## config.mk

```make
export PLATFORM = sky130hd
export DESIGN_NAME = vga_timing_gen
export DESIGN_NICKNAME = d
export VERILOG_FILES = /design/src/rtl/vga_timing_gen.sv
export SDC_FILE = /design/constraint.sdc
export NUM_CORES = 1
export LEC_CHECK = 0
export ABC_AREA = 1
export BUFFER_PORTS_ARGS = -buffer_cell sky130_fd_sc_hd__clkbuf_2
export CAP_MARGIN = 5
export CORE_MARGIN = 2
export CORE_UTILIZATION = 50
export CTS_BUF_LIST = sky130_fd_sc_hd__clkbuf_8
export DETAILED_ROUTE_END_ITERATION = 16
export HOLD_SLACK_MARGIN = 0.02
export PLACE_DENSITY = 0.75
export SYNTH_ARGS = -nofsm -noshare
export SYNTH_HDL_FRONTEND = slang
export SYNTH_SLANG_ARGS = --single-unit
```

## constraint.sdc

```tcl
create_clock -name pclk -period 3.9 [get_ports pclk]
set_input_delay 0.78 -clock pclk [delete_from_list [all_inputs] [get_ports pclk]]
set_output_delay 0.78 -clock pclk [all_outputs]
set_load 0.1 [all_outputs]
```

## src/rtl/vga_timing_gen.sv

```systemverilog
`timescale 1ns/1ps
`default_nettype none
// ============================================================================
//  Module   : vga_timing_gen
//  Purpose  : Parametrised VGA raster timing generator with a latency-matched
//             pixel pipeline. Pixel addresses are issued LAT enabled cycles
//             ahead of the colour data they fetch. Sync, blanking, line/frame
//             markers and colour leave the block aligned at the pins.
//  Revision : 1.0  - initial release
// ============================================================================
module vga_timing_gen #(
    parameter int H_ACTIVE = 640,    // visible pixels per line
    parameter int H_FP     = 16,     // horizontal front porch
    parameter int H_SYNC   = 96,     // hsync pulse width
    parameter int H_BP     = 48,     // horizontal back porch
    parameter int V_ACTIVE = 480,    // visible lines per frame
    parameter int V_FP     = 10,     // vertical front porch
    parameter int V_SYNC   = 2,      // vsync pulse width
    parameter int V_BP     = 33,     // vertical back porch
    parameter bit HS_POL   = 1'b0,   // hsync active level
    parameter bit VS_POL   = 1'b0,   // vsync active level
    parameter int LAT      = 2,      // upstream read latency, 0..4
    parameter int CW       = 4,      // input bits per colour channel
    parameter int OW       = 8,      // output bits per colour channel
    parameter int AW       = 10      // pixel address width
) (
    input  logic            pclk,
    input  logic            reset,
    input  logic            en,
    input  logic [3*CW-1:0] vga_data,
    output logic            req_valid,
    output logic [AW-1:0]   h_addr,
    output logic [AW-1:0]   v_addr,
    output logic            hsync,
    output logic            vsync,
    output logic            valid,
    output logic [OW-1:0]   vga_r,
    output logic [OW-1:0]   vga_g,
    output logic [OW-1:0]   vga_b,
    output logic            line_start,
    output logic            frame_start
);

    // ------------------------------------------------------------------------
    // Raster geometry. Regions in order: sync, back porch, active, front porch.
    // ------------------------------------------------------------------------
    localparam int H_TOTAL   = H_SYNC + H_BP + H_ACTIVE + H_FP;
    localparam int V_TOTAL   = V_SYNC + V_BP + V_ACTIVE + V_FP;
    localparam int H_ACT_BEG = H_SYNC + H_BP;
    localparam int H_ACT_END = H_ACT_BEG + H_ACTIVE;
    localparam int V_ACT_BEG = V_SYNC + V_BP;
    localparam int V_ACT_END = V_ACT_BEG + V_ACTIVE;

    localparam int XW = $clog2(H_TOTAL);
    localparam int YW = $clog2(V_TOTAL);

    localparam logic [XW-1:0] X_LAST    = XW'(H_TOTAL - 1);
    localparam logic [YW-1:0] Y_LAST    = YW'(V_TOTAL - 1);
    localparam logic [XW-1:0] X_ACT_BEG = XW'(H_ACT_BEG);
    localparam logic [YW-1:0] Y_ACT_BEG = YW'(V_ACT_BEG);

    // Bit positions of the per-pixel control flags carried down the delay line.
    localparam int SW    = 5;
    localparam int S_HS  = 4;
    localparam int S_VS  = 3;
    localparam int S_VLD = 2;
    localparam int S_LS  = 1;
    localparam int S_FS  = 0;

    // ------------------------------------------------------------------------
    // Raster position counters
    // ------------------------------------------------------------------------
    logic [XW-1:0] x;
    logic [YW-1:0] y;

    // Column advances every enabled cycle; row advances on column wrap and
    // wraps itself on the same cycle at the end of the frame.
    always_ff @(posedge pclk or posedge reset) begin
        if (reset) begin
            x <= '0;
            y <= '0;
        end else if (en) begin
            if (x == X_LAST) begin
                x <= '0;
                if (y == Y_LAST) begin
                    y <= '0;
                end else begin
                    y <= y + 1'b1;
                end
            end else begin
                x <= x + 1'b1;
            end
        end
    end

    // ------------------------------------------------------------------------
    // Request stage: region decode and pixel address, purely combinational
    // ------------------------------------------------------------------------
    logic          h_in_sync;
    logic          v_in_sync;
    logic          h_act;
    logic          v_act;
    logic [XW-1:0] x_rel;
    logic [YW-1:0] y_rel;
    logic          line_first;
    logic          frame_first;

    assign h_in_sync = (32'(x) < H_SYNC);
    assign v_in_sync = (32'(y) < V_SYNC);
    assign h_act     = (32'(x) >= H_ACT_BEG) && (32'(x) < H_ACT_END);
    assign v_act     = (32'(y) >= V_ACT_BEG) && (32'(y) < V_ACT_END);

    // Offsets into the active window; only meaningful while active, so the
    // modular wrap outside the window is masked below.
    assign x_rel = x - X_ACT_BEG;
    assign y_rel = y - Y_ACT_BEG;

    assign req_valid = h_act & v_act;
    assign h_addr    = req_valid ? AW'(x_rel) : '0;
    assign v_addr    = req_valid ? AW'(y_rel) : '0;

    // First visible pixel of a line, and of the frame (visible row 0).
    assign line_first  = req_valid && (x == X_ACT_BEG);
    assign frame_first = line_first && (y == Y_ACT_BEG);

    // ------------------------------------------------------------------------
    // Output-stage alignment: control flags ride a LAT+1 deep delay line so
    // they leave together with the colour fetched for the same pixel.
    // ------------------------------------------------------------------------
    logic [SW-1:0] slot_in;
    logic [SW-1:0] slot_next;
    logic [SW-1:0] dly [0:LAT];

    assign slot_in = {h_in_sync, v_in_sync, req_valid, line_first, frame_first};

    // Shift the control flags one slot per enabled cycle; cleared on reset so
    // the pins show an idle, blanked raster until real slots arrive.
    always_ff @(posedge pclk or posedge reset) begin
        if (reset) begin
            for (int k = 0; k <= LAT; k++) begin
                dly[k] <= '0;
            end
        end else if (en) begin
            dly[0] <= slot_in;
            for (int k = 1; k <= LAT; k++) begin
                dly[k] <= dly[k-1];
            end
        end
    end

    // The slot about to reach the pins: its request was issued LAT enabled
    // cycles ago, so vga_data in this cycle belongs to it.
    generate
        if (LAT == 0) begin : g_tap_direct
            assign slot_next = slot_in;
        end else begin : g_tap_delayed
            assign slot_next = dly[LAT-1];
        end
    endgenerate

    assign hsync       = dly[LAT][S_HS] ? HS_POL : ~HS_POL;
    assign vsync       = dly[LAT][S_VS] ? VS_POL : ~VS_POL;
    assign valid       = dly[LAT][S_VLD];
    assign line_start  = dly[LAT][S_LS];
    assign frame_start = dly[LAT][S_FS];

    // ------------------------------------------------------------------------
    // Colour path: split channels and widen by MSB-first replication so that
    // full-scale input maps to full-scale output.
    // ------------------------------------------------------------------------
    logic [CW-1:0] in_r;
    logic [CW-1:0] in_g;
    logic [CW-1:0] in_b;
    logic [OW-1:0] exp_r;
    logic [OW-1:0] exp_g;
    logic [OW-1:0] exp_b;

    assign in_r = vga_data[3*CW-1 -: CW];
    assign in_g = vga_data[2*CW-1 -: CW];
    assign in_b = vga_data[CW-1:0];

    generate
        if (OW == CW) begin : g_exp_pass
            assign exp_r = in_r;
            assign exp_g = in_g;
            assign exp_b = in_b;
        end else begin : g_exp_rep
            assign exp_r = {in_r, in_r[CW-1 -: OW-CW]};
            assign exp_g = {in_g, in_g[CW-1 -: OW-CW]};
            assign exp_b = {in_b, in_b[CW-1 -: OW-CW]};
        end
    endgenerate

    // Capture colour only for visible slots; blanking always drives black.
    always_ff @(posedge pclk or posedge reset) begin
        if (reset) begin
            vga_r <= '0;
            vga_g <= '0;
            vga_b <= '0;
        end else if (en) begin
            if (slot_next[S_VLD]) begin
                vga_r <= exp_r;
                vga_g <= exp_g;
                vga_b <= exp_b;
            end else begin
                vga_r <= '0;
                vga_g <= '0;
                vga_b <= '0;
            end
        end
    end

endmodule
`default_nettype wire

```

# Yosys cells after proc, flatten, opt, wreduce, memory -nomap -nowiden
# Index checks and enable logic that the tools add are counted.
# totals
reg_bits	59
in_bits	15
out_inout_bits	50
# op_classes
add_sub_neg	4
order_cmp	6
eq_ne	4
muxes	9
bitwise_logic	1
reduce_logical	5
# op_table
operator	count
$mux W10	4
$mux W8	3
$add A10 B1 Y10 const B	2
$eq A10 B10 Y1 const B	2
$lt A10 B10 Y1 const B	2
$eq A10 B6 Y1 const B	1
$eq A10 B8 Y1 const B	1
$ge A10 B6 Y1 const B	1
$ge A10 B8 Y1 const B	1
$lt A10 B2 Y1 const B	1
$lt A10 B7 Y1 const B	1
$sub A10 B6 Y10 const B	1
$sub A10 B8 Y10 const B	1
$logic_and A1 B1 Y1	4
$mux W1	2
$reduce_and A2 Y1	1
$and A1 B1 Y1	1

# Longest topological paths before layout
# Gate-level depths: netlist (run 1).
# logic_depth
ltp_word	5
depth_mapped	11
mapped_depth_nobuf	10

# Worst setup path after synthesis (run 1)
# No wires, ideal clock.
# synth_path
kind	flip-flop to output port
from	reg x[4]
to	out h_addr[6]
arrival_time_ps	3136
required_time_ps	3120
path_slack_ps	-16
stages_incl_launch_ff	10
n_path_buf	0
path_cell_list	dfrtp_1 > inv_1 > ha_1 > a21oi_2 > nor2_1 > nand2_2 > nand2_2 > nor2_8 > inv_6 > a21oi_1
# synth_between
elab_chain_cells	4
# synth_lines
item	line	source
start: declaration	73	logic [XW-1:0] x;
start signal: assignment	91	x <= x + 1'b1;
$ge A10 B8 Y1 / $lt A10 B10 Y1 (equally long branches)	110	assign h_act = (32'(x) >= H_ACT_BEG) && (32'(x) < H_ACT_END);
$logic_and A1 B1 Y1 *	110	
$and A1 B1 Y1 *	118	assign req_valid = h_act & v_act;
via req_valid	31	output logic req_valid,
$mux W10 *	119	assign h_addr = req_valid ? AW'(x_rel) : '0;
end: declaration	32	output logic [AW-1:0] h_addr,
# Mark *: on every way through the listed nets, which the timed path passes. The rest lies on a longest branch.

# Worst setup path after layout (run 1)
# layout_path
from	reg x[4]
to	out h_addr[6]
# layout_between
elab_chain_cells	4
# layout_lines
item	line
$ge A10 B8 Y1 / $lt A10 B10 Y1 (equally long branches)	110
$logic_and A1 B1 Y1	110
$and A1 B1 Y1	118
$mux W10 *	119
# Mark *: on every way between the ends. The rest lies on a longest branch, timed or not.

==> results by group, run 1 <==
Floorplan
  – Row count: 27
  – Die height: 79.40 um
  – CORE AREA: 5507 um^2
  – # IOs: 65
  – Die area: roughly 6300 um^2
  – Chip Width: 79.40 um
  – Starting density of the core: 0.5162

Clocking
  – Clock-pin slew on the worst setup and hold paths: around 0.09 ns
  – Root buffer cell: clkbuf_8
  – Sink Count: 47
  – CTS tree: done
  – Clock buffer depth: 2
  – Setup bufs post-CTS: 0
  – Num CTS Buffers: 5
  – Hold_buf cts: 0
  – Post-cts sizing count: 0
  – H-tree Lvls: 2
  – Clock latency on the worst-skew pair: 0.31 ns

Detailed routing
  – Starting DRT DRC Count: 152
  – Vias per cell: between 5 and 6
  – Final WL: between 5000 and 6000 um
  – Remaining DRCs: 0
  – DR pass1 iterations: 4
  – Routed wire per std cell: roughly 13 um
  – Vias: between 2000 and 2500
  – Antenna Nets Post-Route: 0

Finish
  – # nets final: between 400 and 500
  – Final instance area: ~3200 um^2
  – Commonest non-fill, non-tap cell in the layout: nand2_1
  – Diode count: 0
  – Area delta synth->final: 12.59%
  – Commonest non-fill, non-tap cells in the layout: 78 x nand2_1, 64 x clkbuf_2, 47 x dfrtp_1
  – Share of layout cells above drive strength 1: 0.2754

Power
  – Clock power frac: 0.154
  – Gate power share: 0.528
  – Sw frac: 0.5693
  – Sequential cell fraction of total power: 0.318
  – Total power: 2047 uW
  – Switching Power: 1166 uW
  – Leakage power: 0.001692 uW
  – Max VDD drop: approximately 0.00052 V
  – Pwr per Cell Area: ~640 nW/um^2
  – Internal power: slightly below 900 uW

Synth
  – Sequential element share of the synthesized area: 0.4137
  – Top cell type's share of synthesized area: 0.4137
  – Synth top area cells: dfrtp_1 41%, nand2_1 10%, inv_1 5.0%, nand3_1 4.8%, nor2_4 4.8%
  – Synthesized instance count: approximately 350
  – Mapped cell area: approximately 2800 um^2
  – Syn avg cell area: slightly above 8 um^2
  – Yosys warns: 0
  – Netlist cell types: 36
  – Flops & latches, synth: 47
  – Largest area contributor in the netlist: dfrtp_1
  – Synth Net Count: 375

Placed design
  – Dpl hpwl: roughly 4400 um
  – GP Congestion: around 0.93
  – Placement Cell Area: 3102 um^2
  – Port bufs: 64

Setup path
  – Crit end category: primary output
  – CP Cell Sequence: inv_1 -> ha_1 -> a21oi_2 -> nor2_1 -> nand2_2 -> nand2_2 -> nor2_8 -> inv_6 -> a21oi_1 -> clkbuf_2
  – Worst path bufs/invs: 3
  – CP required: between 3 and 4 ns
  – Critical path startpoint category: flop
  – Most used cell, CP: nand2_2
  – Critical-path top delay cell: dfrtp_1
  – Kind of critical path: reg2out
  – WP data arrival: 2.55 ns
  – Crit path max fanout: 17
  – Worst path max stage delay: about 0.51 ns
  – CP top delay family: buffers and inverters

STA
  – Fmax: around 300 MHz
  – Hold WS: roughly 0.48 ns
  – Clk_skew: ~0.0068 ns
  – Final period util: 0.8550
  – Fin Setup TNS: 0 ns
  – Fin crit period: between 3 and 4 ns
  – Max-slew violation count: 0
  – RSZ-0062 raised after global routing: false
  – Slew @ Worst Pin: 0.9788 ns
  – Hold Fails Final Rpt: 0
  – Final setup viols: 0
  – Slew HR: 0.3465

Global routing
  – Antenna violations before repair: 0
  – Largest net degree at the start of global routing: 48
  – Vias in the first global route: ~2200
  – Total grt overflow: 0
  – All-Layer GR Usage: 0.1984
  – First-pass GRT wire length: slightly below 10000 um

Outcome
  – Outcome: finished, final reports clean

Min path
  – Worst hold path class: reg2reg

Flow run
  – Max cap viols: 0
==> flip-flops by register name, indices dropped and copies added (netlist names) <==
name,count
x,10
y,10
dly,7
slot_next,5
vga_b,4
vga_g,4
vga_r,4
frame_start,1
line_start,1
valid,1
==> synth_stat cells, drive strengths merged <==
cell	n
nand3	30
a21oi	9
inv	45
clkbuf	5
nand4	12
a22oi	1
o2111ai	1
xor2	12
ha	7
nor4	1
o41ai	1
o22ai	1
nor3b	1
nor3	10
or2	1
o32ai	1
dfrtp	47
nand2	84
o21ai	24
buf	18
nor2	42
==> kinds of logic (layout without fill, tap and decap cells) <==
logic type | after synthesis | in the layout | synth area share
DFF | 47 | 47 | 0.4137
and+or+nand+nor | 181 | 181 | 0.3257
AOI/OAI and AO/OA | 38 | 38 | 0.07483
xor gates and xnor gates | 12 | 12 | 0.03697
buffers and inverters | 68 | 118 | 0.1180
adders and majority gates | 7 | 7 | 0.03081
==> tightest hold or removal path, delay by kind of cell, from the launching register on <==
family           cells  cell delay, ns
flip-flops           1            0.35
AND/OR/NAND/NOR      2            0.09
==> power by group through the flow <==
stage | clock [uW] | combinational, uW | sequential (uW)
after floorplan | 0 | 857 | 760
after global placement | 0 | 1080 | 655
after detailed placement | 0 | 1080 | 659
after CTS | 326 | 1090 | 650
after global routing | 348 | 1140 | 664
final | 314 | 1080 | 652
==> path summary, 6_finish.rpt <==
check | start | to | slack, ns | cells after the start
max | x[4]$_DFFE_PP0P_ | h_addr[6] | 0.57 | 10
min | slot_next[3]$_DFFE_PP0P_ | slot_next[3]$_DFFE_PP0P_ | 0.48 | 2
max reg2reg | x[0]$_DFFE_PP0P_ | y[6]$_DFFE_PP0P_ | 2.06 | 8
min reg2reg | slot_next[3]$_DFFE_PP0P_ | slot_next[3]$_DFFE_PP0P_ | 0.48 | 2
max in group asynchronous | reset | y[8]$_DFFE_PP0P_ | 2.62 | 2
min in group asynchronous | reset | y[1]$_DFFE_PP0P_ | 0.68 | 2
==> metal layers <==
metal	vias up	wire [um]	track usage
met5	-	0	0
li1	1225	-	-
met1	1109	2869	0.2700
met4	0	65	0.05690
met2	72	2714	0.3237
met3	5	331	0.03846
==> cell type report <==
class,count,area [um^2]
sequential,47,1176
fill,511,2306
inverter,45,176.4
clock inverter,2,16.27
tap,72,90.09
multi-input combinational,238,1331
clock buffer,6,82.58
timing repair buffer,65,327.8
==> through the flow <==
step,setup WS (ns),std cells,utilization
after floorplan,-0.01641,353,-
after global placement,0.9657,467,0.5633
after detailed placement,0.8931,467,0.5633
after CTS,0.5406,475,0.5812
after global routing,0.3554,475,0.5812
final,0.5657,475,0.5812
(Power assumes the default switching activity.)
==> inputs of run 2 (changes only) <==
--- a/config.mk
+++ b/config.mk
@@ -8,6 +8,7 @@
 export ABC_AREA = 1
 export BUFFER_PORTS_ARGS = -buffer_cell sky130_fd_sc_hd__clkbuf_2
 export CAP_MARGIN = 5
+export CORE_ASPECT_RATIO = 1.75
 export CORE_MARGIN = 2
 export CORE_UTILIZATION = 50
 export CTS_BUF_LIST = sky130_fd_sc_hd__clkbuf_8
==> results by group, run 2 (synthesis gave the netlist of run 1 again) <==
Global routing
  – Top Usage Layer GRT: met2 (unchanged)
  – M2 GR Usage: 0.3963 (was 0.3237)
  – First-pass GRT wire length: 10940 um (was 9949 um)
  – Largest net degree at the start of global routing: 48 (unchanged)
  – Met3 GRT Util: 0.04245 (was 0.03846)
  – Total grt overflow: 0 (unchanged)
  – Grt met1 use: 0.2557 (was 0.2700)
  – Vias in the first global route: 2417 (was 2150)
  – All-Layer GR Usage: 0.2265 (was 0.1984)
  – Antenna violations before repair: 0 (unchanged)

Clocking
  – Setup bufs post-CTS: 0 (unchanged)
  – Num CTS Buffers: 5 (unchanged)
  – Sink Count: 47 (unchanged)
  – CTS tree: done (unchanged)
  – Post-cts sizing count: 0 (unchanged)
  – H-tree Lvls: 2 (unchanged)
  – Hold_buf cts: 0 (unchanged)
  – Clock latency on the worst-skew pair: 0.32 ns (was 0.31 ns)
  – Clock buffer depth: 2 (unchanged)
  – Root buffer cell: clkbuf_8 (unchanged)
  – Clock-pin slew on the worst setup and hold paths: 0.09 ns (about the same)

Setup path
  – Crit path max fanout: 17 (unchanged)
  – WP data arrival: 2.57 ns (was 2.55 ns)
  – Crit end category: primary output (unchanged)
  – Critical path startpoint category: flop (unchanged)
  – Kind of critical path: reg2out (unchanged)
  – CP required: 3.12 ns (about the same)

Finish
  – # nets final: 425 (was 424)
  – Post-Route Utilization: 0.5799 (was 0.5812)
  – Area delta synth->final: 13.03% (was 12.59%)
  – Commonest non-fill, non-tap cells in the layout: 78 x nand2_1, 64 x clkbuf_2, 47 x dfrtp_1 (unchanged)
  – Commonest non-fill, non-tap cell in the layout: nand2_1 (unchanged)
  – Largest regs: x: 10 flops, y: 10 flops, dly: 7 flops (unchanged)
  – Share of layout cells above drive strength 1: 0.2772 (was 0.2754)
  – Diode count: 0 (unchanged)

Floorplan
  – Row count: 36 (was 27)
  – Starting density of the core: 0.5131 (was 0.5162)
  – Chip Width: 61 um (was 79.40 um)
  – # IOs: 65 (unchanged)
  – Die height: 103.7 um (was 79.40 um)
  – CORE AREA: 5540 um^2 (was 5507 um^2)
  – Die area: 6328 um^2 (was 6304 um^2)

Detailed routing
  – Vias: 2456 (was 2411)
  – Final WL: 6525 um (was 5980 um)
  – Remaining DRCs: 0 (unchanged)
  – Routed wire per std cell: 13.59 um (was 12.59 um)
  – Antenna Nets Post-Route: 0 (unchanged)
  – Starting DRT DRC Count: 113 (was 152)
  – DR pass1 iterations: 4 (unchanged)
  – Vias per cell: 5.117 (was 5.076)

Outcome
  – Outcome: finished, final reports clean (unchanged)

Power
  – Leakage power: 0.001697 uW (was 0.001692 uW)
  – Sw frac: 0.5711 (was 0.5693)
  – Clock power frac: 0.158 (was 0.154)
  – Gate power share: 0.525 (was 0.528)
  – Switching Power: 1176 uW (was 1166 uW)
  – Internal power: 883.3 uW (was 881.8 uW)
  – Sequential cell fraction of total power: 0.317 (was 0.318)
  – Pwr per Cell Area: 640.9 nW/um^2 (was 639.7 nW/um^2)
  – Max VDD drop: 0.0004762 V (was 0.0005204 V)

STA
  – Fmax: 298.7 MHz (was 299.9 MHz)
  – Max-slew violation count: 0 (unchanged)
  – Final period util: 0.8584 (was 0.8550)
  – Clk_skew: 0.01097 ns (was 0.006819 ns)
  – Fin crit period: 3.348 ns (was 3.334 ns)
  – Fin Setup TNS: 0 ns (unchanged)
  – Final setup viols: 0 (unchanged)
  – Slew @ Worst Pin: 0.9694 ns (was 0.9788 ns)
  – Hold Fails Final Rpt: 0 (unchanged)
  – RSZ-0062 raised after global routing: false (unchanged)
  – Slew HR: 0.3528 (was 0.3465)

Flow run
  – Max cap viols: 0 (unchanged)

Placed design
  – GP Congestion: 0.9228 (was 0.9319)
  – Dpl hpwl: 4801 um (was 4368 um)
  – Port bufs: 64 (unchanged)

Min path
  – Worst hold path class: reg2reg (unchanged)
==> run 2: final cells by class <==
| cell class | instances | area (um^2) |
|---|---|---|
| fill | 526 | 2327 |
| multi-input combinational | 238 | 1331 |
| sequential | 47 | 1176 |
| timing repair buffer | 66 | 335.3 |
| inverter | 45 | 176.4 |
| tap | 76 | 95.09 |
| clock buffer | 6 | 82.58 |
| clock inverter | 2 | 16.27 |
==> run 2: power by group through the flow <==
stage                     Sequential, uW  Clock (uW)  Combinational [uW]
after global placement               657           0                1080
final                                653         324                1080
after detailed placement             662           0                1080
after global routing                 666         352                1140
after CTS                            652         334                1090
after floorplan                      760           0                 857
==> run 2: path summary, 6_finish.rpt <==
path                                     startpoint                        to  slack [ns]  cells past startpoint
setup / recovery                   x[4]$_DFFE_PP0P_                 v_addr[4]        0.55                     10
hold / removal             slot_next[3]$_DFFE_PP0P_  slot_next[3]$_DFFE_PP0P_        0.48                      2
setup reg to reg                   x[0]$_DFFE_PP0P_          y[6]$_DFFE_PP0P_        1.97                      8
hold reg to reg            slot_next[3]$_DFFE_PP0P_  slot_next[3]$_DFFE_PP0P_        0.48                      2
max in group asynchronous                     reset      vga_r[5]$_DFFE_PP0P_        2.63                      2
min in group asynchronous                     reset      vga_g[6]$_DFFE_PP0P_        0.67                      2
==> run 2: critical path, cell delays in order (launching register included) <==
cell and delay [ns]:
dfrtp_1 0.49, inv_1 0.14, ha_1 0.27, a21oi_2 0.18
nor2_1 0.06, nand2_2 0.07, nand2_2 0.08, nor2_8 0.18
inv_6 0.13, a21oi_1 0.16, clkbuf_2 0.48
==> run 2: routing by layer <==
layer | wire length (um) | vias to the layer above | part of all wire
met4 | 200 | 0 | 0.031
met1 | 2618 | 1138 | 0.40
li1 | - | 1224 | -
met3 | 260 | 17 | 0.040
met2 | 3447 | 77 | 0.53
met5 | 0 | - | 0
==> run 2: per-stage QoR <==
step	worst slack (ns)	total power (uW)	cell area [um^2]	hold slack (ns)	cells
global placement	0.9440	1735	3114	0.4545	472
detailed placement	0.9007	1746	3114	0.4665	472
finish	0.5522	2059	3213	0.4804	480
CTS	0.5578	2074	3213	0.4895	480
global route	0.4143	2160	3213	0.5234	480
floorplan	-0.01641	1618	2843	0.4422	353
